$ cat config.mk
export PLATFORM = sky130hd
export DESIGN_NAME = if_id_stage_flat
export DESIGN_NICKNAME = d
export VERILOG_FILES = /design/src/rtl/pipe_pkg.sv /design/src/rtl/if_id_stage_if.sv /design/src/rtl/sat_counter.sv /design/src/rtl/if_id_stage.sv /design/src/flat_wrapper.sv
export SDC_FILE = /design/constraint.sdc
export NUM_CORES = 1
export LEC_CHECK = 0
export ABC_AREA = 1
export CAP_MARGIN = 25
export CORE_ASPECT_RATIO = 0.9
export CORE_UTILIZATION = 45
export CTS_CLUSTER_SIZE = 8
export DETAILED_ROUTE_END_ITERATION = 10
export PLACE_DENSITY = 0.78
export SLEW_MARGIN = 20
export SYNTH_ARGS = -nofsm -noshare
export SYNTH_HDL_FRONTEND = slang
export SYNTH_SLANG_ARGS = --single-unit
export TNS_END_PERCENT = 5
$ cat constraint.sdc
create_clock -name clk -period 2.7 [get_ports clk]
set_input_delay 0.405 -clock clk [delete_from_list [all_inputs] [get_ports clk]]
set_output_delay 0.405 -clock clk [all_outputs]
set_load 0.005 [all_outputs]
$ cat src/rtl/pipe_pkg.sv
// Shared pipeline constants: NOP encoding, default reset PC and instruction
// field offsets used by the decode stage.
package pipe_pkg;

  localparam logic [31:0] NOP_INSTR        = 32'h0000_0000;
  localparam logic [31:0] RESET_PC_DEFAULT = 32'h0000_3000;

  localparam int OP_LSB    = 26;
  localparam int RS_LSB    = 21;
  localparam int RT_LSB    = 16;
  localparam int RD_LSB    = 11;
  localparam int SHAMT_LSB = 6;
  localparam int FUNCT_LSB = 0;

  // Fetch addresses are always word aligned.
  function automatic logic [31:0] word_align(input logic [31:0] addr);
    return {addr[31:2], 2'b00};
  endfunction

endpackage

$ cat src/rtl/if_id_stage_if.sv
// Fetch-stage bundle: hazard/redirect inputs, instruction-memory port and
// the IF/ID fields read by ID and the hazard unit.
interface if_id_stage_if #(
  parameter int CNT_W = 16
);
  logic             Nop;
  logic             pcSel;
  logic [31:0]      branchTarget;
  logic [31:0]      imAddr;
  logic [31:0]      imData;
  logic [31:0]      IF_ID_pc4;
  logic [31:0]      IF_ID_instr;
  logic             IF_ID_valid;
  logic [CNT_W-1:0] stallCnt;
  logic [CNT_W-1:0] flushCnt;

  modport master (
    output Nop, pcSel, branchTarget, imData,
    input  imAddr, IF_ID_pc4, IF_ID_instr, IF_ID_valid, stallCnt, flushCnt
  );

  modport slave (
    input  Nop, pcSel, branchTarget, imData,
    output imAddr, IF_ID_pc4, IF_ID_instr, IF_ID_valid, stallCnt, flushCnt
  );
endinterface

$ cat src/rtl/sat_counter.sv
// Event counter that sticks at all-ones instead of wrapping.
module sat_counter #(
  parameter int W = 16
) (
  input  logic         clk,
  input  logic         rst,
  input  logic         inc,
  output logic [W-1:0] cnt
);

  always_ff @(posedge clk) begin
    if (rst) begin
      cnt <= '0;
    end else if (inc && (cnt != {W{1'b1}})) begin
      cnt <= cnt + W'(1);
    end
  end

endmodule

$ cat src/rtl/if_id_stage.sv
// Fetch front end: PC register, instruction-memory address and IF/ID
// register, plus saturating stall/flush event counters.
module if_id_stage
  import pipe_pkg::*;
#(
  parameter logic [31:0] RESET_PC        = RESET_PC_DEFAULT,
  parameter bit          FLUSH_ON_BRANCH = 1'b1,
  parameter int          CNT_W           = 16
) (
  input logic          clk,
  input logic          rst,
  if_id_stage_if.slave bus
);

  logic [31:0]      pc;
  logic [31:0]      pc_plus4;
  logic [31:0]      id_pc4;
  logic [31:0]      id_instr;
  logic             id_valid;
  logic             redirect;
  logic             squash;
  logic [CNT_W-1:0] stall_cnt;
  logic [CNT_W-1:0] flush_cnt;

  assign pc_plus4 = pc + 32'd4;
  // A stall masks the redirect; ID holds it and presents it again.
  assign redirect = !bus.Nop && bus.pcSel;
  assign squash   = redirect && FLUSH_ON_BRANCH;

  always_ff @(posedge clk) begin
    if (rst) begin
      pc       <= RESET_PC;
      id_pc4   <= 32'h0;
      id_instr <= NOP_INSTR;
      id_valid <= 1'b0;
    end else if (!bus.Nop) begin
      pc     <= redirect ? word_align(bus.branchTarget) : pc_plus4;
      id_pc4 <= pc_plus4;
      if (squash) begin
        id_instr <= NOP_INSTR;
        id_valid <= 1'b0;
      end else begin
        id_instr <= bus.imData;
        id_valid <= 1'b1;
      end
    end
  end

  sat_counter #(.W(CNT_W)) u_stall_cnt (
    .clk (clk),
    .rst (rst),
    .inc (bus.Nop),
    .cnt (stall_cnt)
  );

  sat_counter #(.W(CNT_W)) u_flush_cnt (
    .clk (clk),
    .rst (rst),
    .inc (squash),
    .cnt (flush_cnt)
  );

  assign bus.imAddr      = pc;
  assign bus.IF_ID_pc4   = id_pc4;
  assign bus.IF_ID_instr = id_instr;
  assign bus.IF_ID_valid = id_valid;
  assign bus.stallCnt    = stall_cnt;
  assign bus.flushCnt    = flush_cnt;

endmodule

$ cat src/flat_wrapper.sv
// flat-port wrapper written by rule: the top's interface ports become plain ports
module if_id_stage_flat import pipe_pkg::*;
#(
  parameter logic [31:0] RESET_PC        = RESET_PC_DEFAULT,
  parameter bit          FLUSH_ON_BRANCH = 1'b1,
  parameter int          CNT_W           = 16
)
  (clk, rst, bus_Nop, bus_pcSel, bus_branchTarget, bus_imData, bus_imAddr, bus_IF_ID_pc4, bus_IF_ID_instr, bus_IF_ID_valid, bus_stallCnt, bus_flushCnt);
  if_id_stage_if #(.CNT_W(CNT_W)) bus_i ();
  input logic clk;
  input logic rst;
  input wire logic [$bits(bus_i.Nop)-1:0] bus_Nop;
  input wire logic [$bits(bus_i.pcSel)-1:0] bus_pcSel;
  input wire logic [$bits(bus_i.branchTarget)-1:0] bus_branchTarget;
  input wire logic [$bits(bus_i.imData)-1:0] bus_imData;
  output wire logic [$bits(bus_i.imAddr)-1:0] bus_imAddr;
  output wire logic [$bits(bus_i.IF_ID_pc4)-1:0] bus_IF_ID_pc4;
  output wire logic [$bits(bus_i.IF_ID_instr)-1:0] bus_IF_ID_instr;
  output wire logic [$bits(bus_i.IF_ID_valid)-1:0] bus_IF_ID_valid;
  output wire logic [$bits(bus_i.stallCnt)-1:0] bus_stallCnt;
  output wire logic [$bits(bus_i.flushCnt)-1:0] bus_flushCnt;
  assign bus_i.Nop = bus_Nop;
  assign bus_i.pcSel = bus_pcSel;
  assign bus_i.branchTarget = bus_branchTarget;
  assign bus_i.imData = bus_imData;
  assign bus_imAddr = bus_i.imAddr;
  assign bus_IF_ID_pc4 = bus_i.IF_ID_pc4;
  assign bus_IF_ID_instr = bus_i.IF_ID_instr;
  assign bus_IF_ID_valid = bus_i.IF_ID_valid;
  assign bus_stallCnt = bus_i.stallCnt;
  assign bus_flushCnt = bus_i.flushCnt;
  if_id_stage #(.RESET_PC(RESET_PC), .FLUSH_ON_BRANCH(FLUSH_ON_BRANCH), .CNT_W(CNT_W)) u_core (.clk(clk), .rst(rst), .bus(bus_i));
endmodule
Word-level counts from Yosys, hierarchy flattened --
Index checks and enable logic that the tools add are counted.
Word-level totals: flip-flop bits (word level) 129, bits of input ports 68, output and inout bits 129, word-level logic and storage cells 18
Operators by class: add/subtract/negate cells 3, equality and inequality tests 2, mux-type cells 3, reduce and logical (&&, ||, !) cells 4
Operator list (number):
- 32-bit 2-to-1 mux | 2
- 16-bit by 1-bit adder with 16-bit output, second input constant | 2
- 32-bit by 3-bit adder with 32-bit output, second input constant | 1
- 16-bit != test, second input constant | 2
- 1-bit logical AND | 3
- 1-bit zero test | 1
- 1-bit 2-to-1 mux | 1

Longest topological paths before layout --
depth after elaboration 3, depth in mapped cells 10, gate-level depth less buffers 10

Hierarchy --
From an unflattened synthesis, not the netlist that was laid out.
Unflattened totals: cell total of the unflattened synthesis 937, area, all modules 6267.3 sq um
By module, submodules not included:
- if_id_stage | instances 1, cells an instance 639, area each 4408.0 sq um, seq. area each 1861.8 sq um
- sat_counter | instances 2, cells an instance 149, area each 929.6 sq um, seq. area each 320.3 sq um

Worst setup path before layout --
Ideal clock, no wire load.
kind flip-flop to flip-flop, from reg u_core.u_flush_cnt.cnt[0], to reg u_core.u_flush_cnt.cnt[14], setup time 138 ps, data arrival time 1345 ps, required time 2562 ps, setup slack 1217 ps, stages on the path, launching flop included 10, buffers on the path 1, period minus slack after synthesis 1483 ps, cells stage by stage dfxtp_1 -> ha_1 -> nand3_2 -> inv_2 -> nand2_2 -> nor2_1 -> nor2_2 -> buf_4 -> nand2_1 -> a21oi_2
On the way: longest elaborated chain between the ends 2, elaborated cells between the ends (all ways) 3, classes of those cells add/sub (1); eq/ne (1); reduce/logical (1)
RTL lines:
- from (decl) | RTL line sat_counter.sv:8 | output logic [W-1:0] cnt
- from (signal assigned) | RTL line sat_counter.sv:15 | cnt <= cnt + W'(1);
- branches (longest 2 deep; another with 16-bit by 1-bit adder with 16-bit output)
Parallel ways; which one is timed is not known. A chain may end at the register's enable or synchronous reset.

Worst setup path after layout --
from reg u_core.pc[23], in the netlist u_core.bus.imAddr[23], to out bus_imAddr[23]
RTL lines:
- from (decl) | RTL line if_id_stage.sv:15 | logic [31:0] pc;
- from (signal assigned) | RTL line if_id_stage.sv:37 | pc <= redirect ? word_align(bus.branchTarget) : pc_plus4;
- to (decl) | RTL line flat_wrapper.sv:16 | output wire logic [$bits(bus_i.imAddr)-1:0] bus_imAddr;
No word-level cell between the ends.

==> impl_metrics.toml <==
[routing]
wl_per_cell_microns = 13.68
finalWirelength_mm = 18.10
dr.pass1.iters = 4
drc_errors = 0
viasPerCell = 4.969
vias = 6574
drtIter0Drc = 373
ant_nets = 0

[die]
initial_core_util_pct = 46.96
die_x_microns = 127.4
rows = 40
design.die.area_sq_mm = 0.01463
ios = 197
core-area_sq_mm = 0.01356
die_h_microns = 114.9

[layout]
diodes = 0
syn_to_final_growth_pct = 40.12
drive_gt1_share_pct = 8.289
layout.nets = 1192

[critical_path]
crit_path_cell_trace = "clkdlybuf4s50_1"
crit_buf_inv = 1
cp_max_fo = 5
critPathArrivalTime_ns = 1.47
cp-start-kind = "register"
slowest_stage = "clkdlybuf4s50_1"
path_class = "register to output port"
crit_family = "buffers and inverters"
slowest_delay_ns = 0.59
critPathRequiredTime_ns = 2.30
end_kind = "output port"

[power]
report.power.total_uw = 4706
p_seq_share_pct = 42.5
power.clock.fraction_pct = 45.6
switchingPower_uw = 1170
internal-power_uw = 3536
switching_share_pct = 24.87
ir_worst_vdd_uv = 459.6
power_density_mw_per_mm2 = 527.4
p_comb_share_pct = 12.0
p_leak_uw = 0.003531

[synthesis]
syn_inst = 944
ys_ff_latch = 125
synth_most_common_cell = "nand2_1"
synth_top_flop_cell = "dfxtp_1"
yosysSeqAreaShare_pct = 39.29
yosysWarningCount = 0
synth_top_area_share_pct = 39.29
yosysTopAreaCell = "dfxtp_1"
synth_top_cells_by_count = "nand2_1 (288), dfxtp_1 (125), nor2_1 (113)"
ys_types = 40
synth.top_cells.by_area = "dfxtp_1 (39%), nand2_1 (17%), nor2_1 (6.7%)"
synth-edff-count = 0
synth_area_per_cell_sq_um = 6.746
synthArstFlopShare_pct = 0
synth_area_sq_mm = 0.006369

[clock_network]
cts_tree = "yes"
clock_sinks = 125
cts.path.max_buffers = 2
cts_resized = 0
hold_buffers = 0
cts_buffers = 17
path_clk_slew_ns = 0.06
h-tree-depth = 4
cts-root-buf = "clkbuf_16"
cts_post_setup_buffers_inserted = 0
clock_latency_ns = 0.41

[global_route]
grt_pass1_wl_mm = 29.44
antenna_found_initial = 0
grt_usage_pct = 25.58
grt.overflow.total = 0
grt_max_degree = 110
first_global_vias = 6136

[sta]
skew_ns = 0.006741
fmax_mhz = 532.3
worst_pin_slew_ns = 0.6162
min_period_over_period_pct = 69.58
period_needed_ns = 1.879
maxSlewHeadroom_pct = 58.88
hold_viol_final = 0
setup_violations = 0
setup_tns_ns = 0
slew_violations = 0
rsz0062_at_grt = "no"

[placement]
place.gp.congestion = 0.9264
io_buffers = 190
dpl.hpwl_mm = 12.99

[worst_hold_path]
hold_path_class = "register to register"

[run]
cap_viol_max_count = 0

[status]
status = "complete, no violations"
==> power groups by stage <==
| stage | Clock, uW | Combinational (uW) | Sequential, uW |
|---|---|---|---|
| floorplan | 0 | 247 | 2030 |
| finish | 2140 | 564 | 2000 |
| detailed placement | 0 | 565 | 2040 |
| CTS | 2180 | 569 | 2000 |
| global placement | 0 | 559 | 2030 |
| global route | 2260 | 620 | 2010 |
==> path summary, 6_finish.rpt <==
check,from,to,slack [ns],depth (start not counted)
max reg2reg,u_core.u_flush_cnt.cnt[0],u_core.u_flush_cnt.cnt[7],0.83,8
max,u_core.bus.imAddr[23],bus_imAddr[23],0.82,1
min,u_core.bus.IF_ID_instr[27],u_core.bus.IF_ID_instr[27],0.46,2
min reg2reg,u_core.bus.IF_ID_instr[27],u_core.bus.IF_ID_instr[27],0.46,2
==> routing by layer <==
| metal | vias to the layer above | GRT usage, % | routed length, microns |
|---|---|---|---|
| met3 | 31 | 9.725 | 1576 |
| met5 | - | 0 | 0 |
| met4 | 0 | 9.841 | 342 |
| li1 | 3333 | - | - |
| met1 | 2986 | 29.61 | 7695 |
| met2 | 224 | 42.99 | 8479 |
==> final cells by class <==
class	instances	area, sq um
fill	1213	4639
clock buffer	22	464.2
multi-input combinational	679	3291
timing repair buffer	197	1959
inverter	101	380.4
tap	189	236.5
sequential	125	2502
clock inverter	10	90.09
==> placed cells by master (no fill, tap or decap), drive strengths merged <==
master         synthesis  final
inv                  100    101
a21o                   2      2
buf                   24      9
a211oi                 2      2
xor2                  15     15
ha                     3      3
a221oi                 2      2
a21oi                 77     77
nor2                 129    129
dfxtp                125    125
nor3                  14     14
bufinv                 0      1
a31oi                  7      7
clkinv                 1      6
nand2                298    298
o221a                  4      4
xnor2                 12     12
o221ai                 1      1
conb                   1      4
nand3                 38     38
clkinvlp               0      3
o21ai                 58     58
o211ai                 1      1
nand4                 11     11
clkbuf                18     22
clkdlybuf4s50          0    188
and2                   1      1
==> flip-flops by register name, summed over array words and instances, names as in the netlist <==
name / cells
u_core.bus.imAddr: 30
u_core.u_flush_cnt.cnt: 16
u_core.bus.IF_ID_instr: 32
u_core.u_stall_cnt.cnt: 16
u_core.bus.IF_ID_pc4: 30
u_core.bus.IF_ID_valid: 1
==> through the flow <==
step,cells,instance area (sq um),setup WS [ns],hold WS [ns],utilization (%)
after floorplan,947,6380,1.217,0.4527,-
after global placement,1291,8369,0.5424,0.4436,61.71
after detailed placement,1291,8369,0.4845,0.4550,61.71
after CTS,1323,8924,0.7921,0.4625,65.79
after global routing,1323,8924,0.6892,0.4788,65.79
final,1323,8924,0.8213,0.4608,65.79
==> kinds of logic after synthesis <==
| logic type | after synthesis | synth area share (%) |
|---|---|---|
| simple gates | 491 | 33.40 |
| flops | 125 | 39.29 |
| xor+xnor | 27 | 3.713 |
| buf+inv | 143 | 9.292 |
| compound gates | 154 | 13.65 |
| other cells | 1 | 0.05888 |
| fa+ha+maj | 3 | 0.5895 |
(Power assumes the default switching activity.)
